==> src/rtl/ex_div_ctrl_pkg.sv <==
// rtl/ex_div_ctrl_pkg.sv - shared types and constants for the iterative divide sequencer
package ex_div_ctrl_pkg;

  localparam int DIV_XLEN = 32;

  typedef enum logic [1:0] {
    DIV_FREE   = 2'b00,
    DIV_BYZERO = 2'b01,
    DIV_ON     = 2'b10,
    DIV_END    = 2'b11
  } div_state_e;

  localparam logic DIV_RESULT_READY     = 1'b1;
  localparam logic DIV_RESULT_NOT_READY = 1'b0;
  localparam logic DIV_START            = 1'b1;
  localparam logic DIV_STOP             = 1'b0;

  // ALU op codes and result class consumed by the ex stage decode/mux
  localparam logic [7:0] EXE_DIV  = 8'b0001_1010;
  localparam logic [7:0] EXE_DIVU = 8'b0001_1011;
  localparam logic [7:0] EXE_REM  = 8'b0001_1100;
  localparam logic [7:0] EXE_REMU = 8'b0001_1101;

  localparam logic [2:0] EXE_RES_DIV = 3'b110;

endpackage

==> src/rtl/ex_div_ctrl_if.sv <==
// rtl/ex_div_ctrl_if.sv - request/result bundle between the ex stage and the divider
interface ex_div_ctrl_if #(
  parameter int XLEN = ex_div_ctrl_pkg::DIV_XLEN
);
  logic            start_i;
  logic            annul_i;
  logic            signed_i;
  logic            rem_i;
  logic [XLEN-1:0] dividend_i;
  logic [XLEN-1:0] divisor_i;
  logic [XLEN-1:0] result_o;
  logic            ready_o;
  logic            stall_o;

  modport master (
    output start_i, annul_i, signed_i, rem_i, dividend_i, divisor_i,
    input  result_o, ready_o, stall_o
  );

  modport slave (
    input  start_i, annul_i, signed_i, rem_i, dividend_i, divisor_i,
    output result_o, ready_o, stall_o
  );
endinterface

==> src/rtl/ex_div_ctrl_div_step.sv <==
// rtl/ex_div_ctrl_div_step.sv - one combinational restoring shift/subtract step
module ex_div_ctrl_div_step #(
  parameter int XLEN = 32
) (
  input  logic [XLEN-1:0] rem_i,
  input  logic [XLEN-1:0] quot_i,
  input  logic [XLEN-1:0] divisor_i,
  output logic [XLEN-1:0] rem_o,
  output logic [XLEN-1:0] quot_o
);

  logic [XLEN:0] shifted;
  logic [XLEN:0] diff;

  // The quotient register still holds unconsumed dividend bits in its upper end
  always_comb begin
    shifted = {rem_i, quot_i[XLEN-1]};
    diff    = shifted - {1'b0, divisor_i};
    if (!diff[XLEN]) begin
      rem_o  = diff[XLEN-1:0];
      quot_o = {quot_i[XLEN-2:0], 1'b1};
    end else begin
      rem_o  = shifted[XLEN-1:0];
      quot_o = {quot_i[XLEN-2:0], 1'b0};
    end
  end

endmodule

==> src/rtl/ex_div_ctrl.sv <==
// rtl/ex_div_ctrl.sv - RV32M DIV/DIVU/REM/REMU sequencer: FSM, step counter, sign fix-up
module ex_div_ctrl
  import ex_div_ctrl_pkg::*;
#(
  parameter int XLEN = DIV_XLEN
) (
  input logic         clk,
  input logic         rst,
  ex_div_ctrl_if.slave div
);

  localparam int CNT_W = $clog2(XLEN) + 1;
  localparam logic [CNT_W-1:0] LAST_STEP = CNT_W'(XLEN - 1);

  div_state_e       state_q, state_d;
  logic [CNT_W-1:0] cnt_q;
  logic [XLEN-1:0]  rem_q, quot_q, dsor_q;
  logic [XLEN-1:0]  step_rem, step_quot;
  logic             neg_quot_q, neg_rem_q, rem_sel_q;
  logic             load, load_zero, do_step;
  logic             dvd_neg, dvs_neg;
  logic [XLEN-1:0]  dvd_mag, dvs_mag, res_val;

  assign dvd_neg = div.signed_i & div.dividend_i[XLEN-1];
  assign dvs_neg = div.signed_i & div.divisor_i[XLEN-1];
  assign dvd_mag = dvd_neg ? (~div.dividend_i + 1'b1) : div.dividend_i;
  assign dvs_mag = dvs_neg ? (~div.divisor_i + 1'b1) : div.divisor_i;

  ex_div_ctrl_div_step #(.XLEN(XLEN)) u_step (
    .rem_i     (rem_q),
    .quot_i    (quot_q),
    .divisor_i (dsor_q),
    .rem_o     (step_rem),
    .quot_o    (step_quot)
  );

  always_ff @(posedge clk or posedge rst) begin
    if (rst) state_q <= DIV_FREE;
    else     state_q <= state_d;
  end

  // annul_i overrides every transition, including the final step
  always_comb begin
    state_d   = state_q;
    load      = 1'b0;
    load_zero = 1'b0;
    do_step   = 1'b0;
    if (div.annul_i) begin
      state_d = DIV_FREE;
    end else begin
      case (state_q)
        DIV_FREE: begin
          if (div.start_i == DIV_START) begin
            if (div.divisor_i == '0) begin
              load_zero = 1'b1;
              state_d   = DIV_BYZERO;
            end else begin
              load    = 1'b1;
              state_d = DIV_ON;
            end
          end
        end
        DIV_BYZERO: state_d = DIV_END;
        DIV_ON: begin
          do_step = 1'b1;
          if (cnt_q == LAST_STEP) state_d = DIV_END;
        end
        DIV_END: if (div.start_i == DIV_STOP) state_d = DIV_FREE;
        default: state_d = DIV_FREE;
      endcase
    end
  end

  always_ff @(posedge clk or posedge rst) begin
    if (rst) begin
      cnt_q      <= '0;
      rem_q      <= '0;
      quot_q     <= '0;
      dsor_q     <= '0;
      neg_quot_q <= 1'b0;
      neg_rem_q  <= 1'b0;
      rem_sel_q  <= 1'b0;
    end else if (load) begin
      cnt_q      <= '0;
      rem_q      <= '0;
      quot_q     <= dvd_mag;
      dsor_q     <= dvs_mag;
      neg_quot_q <= dvd_neg ^ dvs_neg;
      neg_rem_q  <= dvd_neg;
      rem_sel_q  <= div.rem_i;
    end else if (load_zero) begin
      // RISC-V x/0: quotient all ones, remainder is the raw dividend, no sign fix-up
      cnt_q      <= '0;
      rem_q      <= div.dividend_i;
      quot_q     <= '1;
      dsor_q     <= '0;
      neg_quot_q <= 1'b0;
      neg_rem_q  <= 1'b0;
      rem_sel_q  <= div.rem_i;
    end else if (do_step) begin
      cnt_q  <= cnt_q + 1'b1;
      rem_q  <= step_rem;
      quot_q <= step_quot;
    end
  end

  always_comb begin
    if (rem_sel_q) res_val = neg_rem_q  ? (~rem_q + 1'b1)  : rem_q;
    else           res_val = neg_quot_q ? (~quot_q + 1'b1) : quot_q;
  end

  always_comb begin
    div.ready_o  = DIV_RESULT_NOT_READY;
    div.stall_o  = 1'b0;
    div.result_o = '0;
    if (!rst && !div.annul_i) begin
      div.stall_o = ((state_q == DIV_FREE) && div.start_i) ||
                    (state_q == DIV_ON) || (state_q == DIV_BYZERO);
      if (state_q == DIV_END) begin
        div.ready_o  = DIV_RESULT_READY;
        div.result_o = res_val;
      end
    end
  end

endmodule
==> src/flat_wrapper.sv <==
// flat-port wrapper written by rule: the top's interface ports become plain ports
module ex_div_ctrl_flat import ex_div_ctrl_pkg::*;
#(
  parameter int XLEN = DIV_XLEN
)
  (clk, rst, div_start_i, div_annul_i, div_signed_i, div_rem_i, div_dividend_i, div_divisor_i, div_result_o, div_ready_o, div_stall_o);
  ex_div_ctrl_if #(.XLEN(XLEN)) div_i ();
  input logic clk;
  input logic rst;
  input wire logic [$bits(div_i.start_i)-1:0] div_start_i;
  input wire logic [$bits(div_i.annul_i)-1:0] div_annul_i;
  input wire logic [$bits(div_i.signed_i)-1:0] div_signed_i;
  input wire logic [$bits(div_i.rem_i)-1:0] div_rem_i;
  input wire logic [$bits(div_i.dividend_i)-1:0] div_dividend_i;
  input wire logic [$bits(div_i.divisor_i)-1:0] div_divisor_i;
  output wire logic [$bits(div_i.result_o)-1:0] div_result_o;
  output wire logic [$bits(div_i.ready_o)-1:0] div_ready_o;
  output wire logic [$bits(div_i.stall_o)-1:0] div_stall_o;
  assign div_i.start_i = div_start_i;
  assign div_i.annul_i = div_annul_i;
  assign div_i.signed_i = div_signed_i;
  assign div_i.rem_i = div_rem_i;
  assign div_i.dividend_i = div_dividend_i;
  assign div_i.divisor_i = div_divisor_i;
  assign div_result_o = div_i.result_o;
  assign div_ready_o = div_i.ready_o;
  assign div_stall_o = div_i.stall_o;
  ex_div_ctrl #(.XLEN(XLEN)) u_core (.clk(clk), .rst(rst), .div(div_i));
endmodule
==> config.mk <==
export PLATFORM = sky130hd
export DESIGN_NAME = ex_div_ctrl_flat
export DESIGN_NICKNAME = d
export VERILOG_FILES = /design/src/rtl/ex_div_ctrl_pkg.sv /design/src/rtl/ex_div_ctrl_if.sv /design/src/rtl/ex_div_ctrl_div_step.sv /design/src/rtl/ex_div_ctrl.sv /design/src/flat_wrapper.sv
export SDC_FILE = /design/constraint.sdc
export NUM_CORES = 1
export LEC_CHECK = 0
export CORE_MARGIN = 3
export CORE_UTILIZATION = 59
export DETAILED_ROUTE_END_ITERATION = 10
export HOLD_SLACK_MARGIN = 0.03
export PLACE_DENSITY = 0.91
export SETUP_SLACK_MARGIN = 0.02
export SKIP_CTS_REPAIR_TIMING = 1
export SYNTH_ARGS = -nofsm -noshare
export SYNTH_HDL_FRONTEND = slang
export SYNTH_SLANG_ARGS = --single-unit
==> constraint.sdc <==
create_clock -name clk -period 4.3 [get_ports clk]
set_clock_uncertainty 0.15 [all_clocks]
set_input_delay 0.43 -clock clk [delete_from_list [all_inputs] [get_ports clk]]
set_output_delay 0.43 -clock clk [all_outputs]
set_load 0.02 [all_outputs]
# Yosys cells after proc, flatten, opt, wreduce, memory -nomap -nowiden

Cells that the tools add are included.

Reduce and logical (&&, ||, !) cells: 11
Bitwise gates (word level): 7
Add/sub/neg operators: 6
Eq/ne operators: 7
Multiplexer cells: 44

Operator list:

| operator                                               | number |
|---|---|
| 2-to-1 mux 32 bit                                      | 16 |
| adder 32 x 1 -> 32 bit (second input constant)         | 4 |
| NOT 32 bit                                             | 4 |
| subtractor 33 x 32 -> 33 bit                           | 1 |
| logical NOT 32 bit                                     | 1 |
| 2-to-1 mux 1 bit                                       | 19 |
| 2-to-1 mux 6 bit                                       | 3 |
| 2-to-1 mux 2 bit                                       | 5 |
| one-hot mux 2 bit (4 select lines)                     | 1 |
| adder 6 x 1 -> 6 bit (second input constant)           | 1 |
| == test 6 x 5 -> 1 bit (second input constant)         | 1 |
| inequality test 3 bit (second input constant)          | 2 |
| == test 2 bit (second input constant)                  | 2 |
| inequality test 3 x 2 -> 1 bit (second input constant) | 1 |
| AND reduction 3 bit                                    | 1 |
| nonzero test 3 bit                                     | 1 |
| AND 1 bit                                              | 2 |
| == test 2 x 1 -> 1 bit (second input constant)         | 1 |
| logical AND 1 bit                                      | 2 |
| logical NOT 1 bit                                      | 2 |
| logical NOT 2 bit                                      | 1 |
| logical OR 1 bit                                       | 2 |
| nonzero test 2 bit                                     | 1 |
| XOR 1 bit                                              | 1 |

Word-level logic and storage cells: 83
Output and inout bits: 34
Flip-flop bits (word level): 107
Input bits: 70

# Logic depth before layout (Yosys ltp)

Gate-level depths: netlist of run 1.

Word-level depth: 7
Gate-level depth with buffers: 14
Gate-level depth less buffers: 12

# Cells and area by module

A second synthesis of run 1 with hierarchy kept.

Cell total of the unflattened synthesis: 1267
Area total of the unflattened synthesis: 10254.8 sq um

Modules (own cells, without submodules):

| module               | instances | area an instance (sq um) | cells an instance | seq. area each (sq um) |
|---|---|---|---|---|
| ex_div_ctrl          | 1         | 7656.1                   | 931               | 2677.6 |
| ex_div_ctrl_div_step | 1         | 2598.7                   | 336               | 0.0 |

# Worst setup path before layout of run 1

No wires, ideal clock.

Path kind: register to output
Start point: reg u_core.quot_q[6]
End point: out div_result_o[31]
Path buffers: 0
Arrival time: 3.139 ns
Cell stages (with the launch flop): 10
Setup slack: 0.581 ns
Data required time: 3.720 ns
Path through: dfrtp_1 -> or4_4 -> or4_4 -> nor3_2 -> nand4_1 -> or4_4 -> o31ai_4 -> xnor2_1 -> nor2_1 -> a211oi_1

Cells in the longest elaborated chain, start to end: 6

RTL lines:

| what                     | line               | source |
|---|---|---|
| start: declaration       | ex_div_ctrl.sv:17  | `logic [XLEN-1:0] rem_q, quot_q, dsor_q;` |
| start signal: assignment | ex_div_ctrl.sv:86  | `quot_q <= dvd_mag;` |
| start signal: assignment | ex_div_ctrl.sv:103 | `quot_q <= step_quot;` |
| NOT 32 bit               | ex_div_ctrl.sv:109 | `else res_val = neg_quot_q ? (~quot_q + 1'b1) : quot_q;` |
| adder 32 x 1 -> 32 bit   | ex_div_ctrl.sv:109 |  |
| 2-to-1 mux 32 bit        | ex_div_ctrl.sv:109 |  |
| 2-to-1 mux 32 bit        | ex_div_ctrl.sv:108 | `if (rem_sel_q) res_val = neg_rem_q ? (~rem_q + 1'b1) : rem_q;` |
| 2-to-1 mux 32 bit        | ex_div_ctrl.sv:119 | `if (state_q == DIV_END) begin` |
| 2-to-1 mux 32 bit        | ex_div_ctrl.sv:116 | `if (!rst && !div.annul_i) begin` |
| end: declaration         | flat_wrapper.sv:16 | `output wire logic [$bits(div_i.result_o)-1:0] div_result_o;` |

Every way passes these cells.

# Worst setup path after layout of run 1

Start point: reg u_core.quot_q[6]
End point: out div_result_o[29]

The elaborated chain is that of the path after synthesis.

==> metrics.csv, run 1 <==
metric,value,unit
die_h,135,um
critical_path_class,flip-flop to output pin,
die-area,18300,um^2
status,"finished, final reports clean",
diodes,0,
drv_slew,0,
period_share,0.973,
end_kind,output pin,
drc,0,
final_util,0.712,
nNetsFinal,1482,
dr.pass1.iters,6,
synth_ff_type,dfrtp_1,
drive_gt1_frac,0.0575,
cap_violations,0,
timing.slew.headroom,0.151,
worst_ep_arrival_time,3.61,ns
crit_path_max_incr_delay,0.61,ns
cts_tree,done,
syn-num-nets,1406,
grt_pass1_wl,45.9,mm
syn_area_per_cell,7.60,um^2
required,3.72,ns
dp_slack,0.132,ns
hold_path_depth,2,
cp-start-kind,flip-flop,
vias,10033,
seqCellArea,2680,um^2
synth_compound_area_frac,0.259,
final_cells,1591,
path_cells,"or4_4, or4_4, nor3_2, nand4_1, o31ai_1, nand2_1, xor2_1, mux2i_1, nor2_1, clkdlybuf4s50_1",
grt_overflow,0,
ant_nets,0,
clockBufferDepth,2,
core-area,16100,um^2
antenna_found_initial,0,
top_layer_used,met4,
cts_max_level,3,
synthCells,1294,
fmax,239,MHz
synthArstFlopShare,1.00,
hold_slack,0.334,ns
wl_met3,2.56,mm
ys_warn_count,0,
vias_per_cell,6.31,
reg2reg_depth,11,
slowest_stage,clkdlybuf4s50_1,
nFillCells,1256,
met1_length,12.2,mm
p_leak,4.88,nW
boundaryPins,104,
drt_iter0_markers,1301,
ys_seq_elements,107,
totalWireLength,28.2,mm
io_buffers,103,
yosysUniqueCellTypes,65,
muxShareOfSynthArea,0.0308,
yosys.area_share.simple,0.204,
area_delta_synth_final,16.7,%
clock_sinks,107,
hold_viol_final,0,
drt-wirelength-per-cell,17.7,um
met2_length,12.7,mm
finalSetupViolations,0,
placed_cells_incl_taps,1575,
insertion_delay,0.37,ns
cts_buffers,9,
root_buffer,clkbuf_16,
ys_seq_area_frac,0.272,
fin_ws,0.115,ns
rsz0062_at_grt,true,
start_util,0.611,
synth_fa_ha_area_frac,0.0542,
grtUsageTotal,0.306,
syn_area,9840,um^2
crit_path_frequent_cell,or4_4,
clkTransAtPathRegs,0.07,ns
synth_top_family_by_area,compound AO/OA/AOI/OAI gates,
ir_worst_vdd,0.000389,V
grt_max_degree,90,
rows,46,
grt_pass1_vias,9172,
synth_edf_count,0,
worstHoldPathType,flip-flop to flip-flop,
cp_max_fo,5,
die_w,135,um
tightest_slew,1.27,ns
synth-xor-area-share,0.129,
multi_input_area,6710,um^2
place_hpwl,21.3,mm
min_period,4.19,ns
gp_congestion,0.944,
powerDensity,754,nW/um^2
==> kinds of logic after synthesis <==
logic type / count (synthesis)
flops: 107
mux: 30
compound gates: 406
simple gates: 435
xor+xnor: 145
fa+ha+maj: 42
buf+inv: 129
==> final timing paths <==
path	startpoint	end	slack [ns]
setup / recovery	u_core.quot_q[6]	div_result_o[29]	0.11
hold / removal	u_core.dsor_q[18]	u_core.dsor_q[18]	0.33
setup reg to reg	u_core.rem_q[5]	u_core.rem_q[21]	0.28
hold reg to reg	u_core.dsor_q[18]	u_core.dsor_q[18]	0.33
max in group asynchronous	rst	u_core.rem_q[12]	2.52
min in group asynchronous	rst	u_core.cnt_q[4]	0.56
==> per-layer routing <==
layer,vias to the layer above,global-route usage
met5,-,0
met4,0,0.0901
met3,61,0.0405
met2,527,0.483
met1,4631,0.443
li1,4814,-
==> layout make-up <==
type,instances,area share
well taps,216,0.0235
multi-input cells,1058,0.584
clock inverters,6,0.00360
repair buffers,137,0.117
clock buffers,10,0.0199
inverters,57,0.0189
flip-flops and latches,107,0.233
==> critical path: cells and delay by family, from the launching register on <==
kind / cells / cell delay [ns]
AOI/OAI and AO/OA: 1 / 0.37
xor gates and xnor gates: 1 / 0.17
buffers and inverters: 1 / 0.61
DFF: 1 / 0.38
muxes: 1 / 0.09
and+or+nand+nor: 6 / 1.62
==> synth_stat cells (6+ instances only) <==
| master | count | share of area |
|---|---|---|
| o41ai_1 | 10 | 0.0089 |
| nor3_1 | 38 | 0.019 |
| mux2i_1 | 28 | 0.028 |
| nand4_1 | 14 | 0.0089 |
| nand2b_1 | 12 | 0.0076 |
| or3_1 | 14 | 0.0089 |
| a21oi_1 | 78 | 0.040 |
| a21o_1 | 15 | 0.011 |
| a31oi_1 | 10 | 0.0064 |
| nor2_1 | 104 | 0.040 |
| a211oi_1 | 45 | 0.034 |
| nand3_1 | 31 | 0.016 |
| inv_1 | 57 | 0.022 |
| nor4_1 | 9 | 0.0057 |
| o211ai_1 | 13 | 0.0099 |
| clkbuf_1 | 61 | 0.023 |
| ha_1 | 41 | 0.052 |
| a22oi_1 | 6 | 0.0046 |
| dfrtp_1 | 107 | 0.27 |
| a32oi_1 | 12 | 0.011 |
| o21ai_1 | 6 | 0.0031 |
| xnor2_1 | 75 | 0.067 |
| o31ai_1 | 30 | 0.023 |
| o21ai_0 | 142 | 0.072 |
| or4_1 | 11 | 0.0084 |
| xor2_1 | 70 | 0.062 |
| nand2_1 | 172 | 0.066 |
| o22ai_1 | 10 | 0.0064 |
==> stage by stage <==
stage	instance area [um^2]	setup TNS (ns)	power (W)
2_1_floorplan	9840	0	0.00618
3_3_place_gp	11200	0	0.00750
3_5_place_dp	11200	0	0.00768
4_1_cts	11400	-0.506	0.00852
5_1_grt	11500	-0.0180	0.00936
6_report	11500	0	0.00866
==> sequential cells by signal (all words and copies together) (netlist names) <==
signal and count:
u_core.dsor_q 32, u_core.quot_q 32, u_core.rem_q 32, u_core.cnt_q 6
u_core.state_q 2, u_core.neg_quot_q 1, u_core.neg_rem_q 1, u_core.rem_sel_q 1
==> power breakdown <==
group / total (W) / internal [W] / switching (W)
Clock: 0.000798 / 0.000395 / 0.000403
Sequential: 0.00212 / 0.00145 / 0.000663
Combinational: 0.00574 / 0.00246 / 0.00329
Total: 0.00866 / 0.00430 / 0.00435
==> placed cells by master (no fill, tap or decap), types with 9 or more instances in the layout <==
cell type,n
nand4_1,14
xor2_1,70
a21oi_1,78
or3_1,14
a21o_1,15
mux2i_1,28
dfrtp_1,107
nand3_1,31
buf_4,31
nor4_1,9
nand2b_1,11
a31oi_1,10
o211ai_1,13
a211oi_1,45
o21ai_0,142
clkbuf_16,9
nor2_1,103
ha_1,41
nand2_1,172
inv_1,56
xnor2_1,75
a32oi_1,12
nor3_1,37
o31ai_1,29
clkdlybuf4s50_1,94
or4_1,11
o22ai_1,10
(Power assumes the default switching activity.)
==> inputs of run 2 (changes only) <==
--- a/config.mk
+++ b/config.mk
@@ -8,7 +8,7 @@
 export CORE_MARGIN = 3
 export CORE_UTILIZATION = 59
 export DETAILED_ROUTE_END_ITERATION = 10
-export HOLD_SLACK_MARGIN = 0.03
+export HOLD_SLACK_MARGIN = 0.08
 export PLACE_DENSITY = 0.91
 export SETUP_SLACK_MARGIN = 0.02
 export SKIP_CTS_REPAIR_TIMING = 1
==> results of run 2 <==
Same layout as run 1: the final DEF is identical, and so are final timing and power.
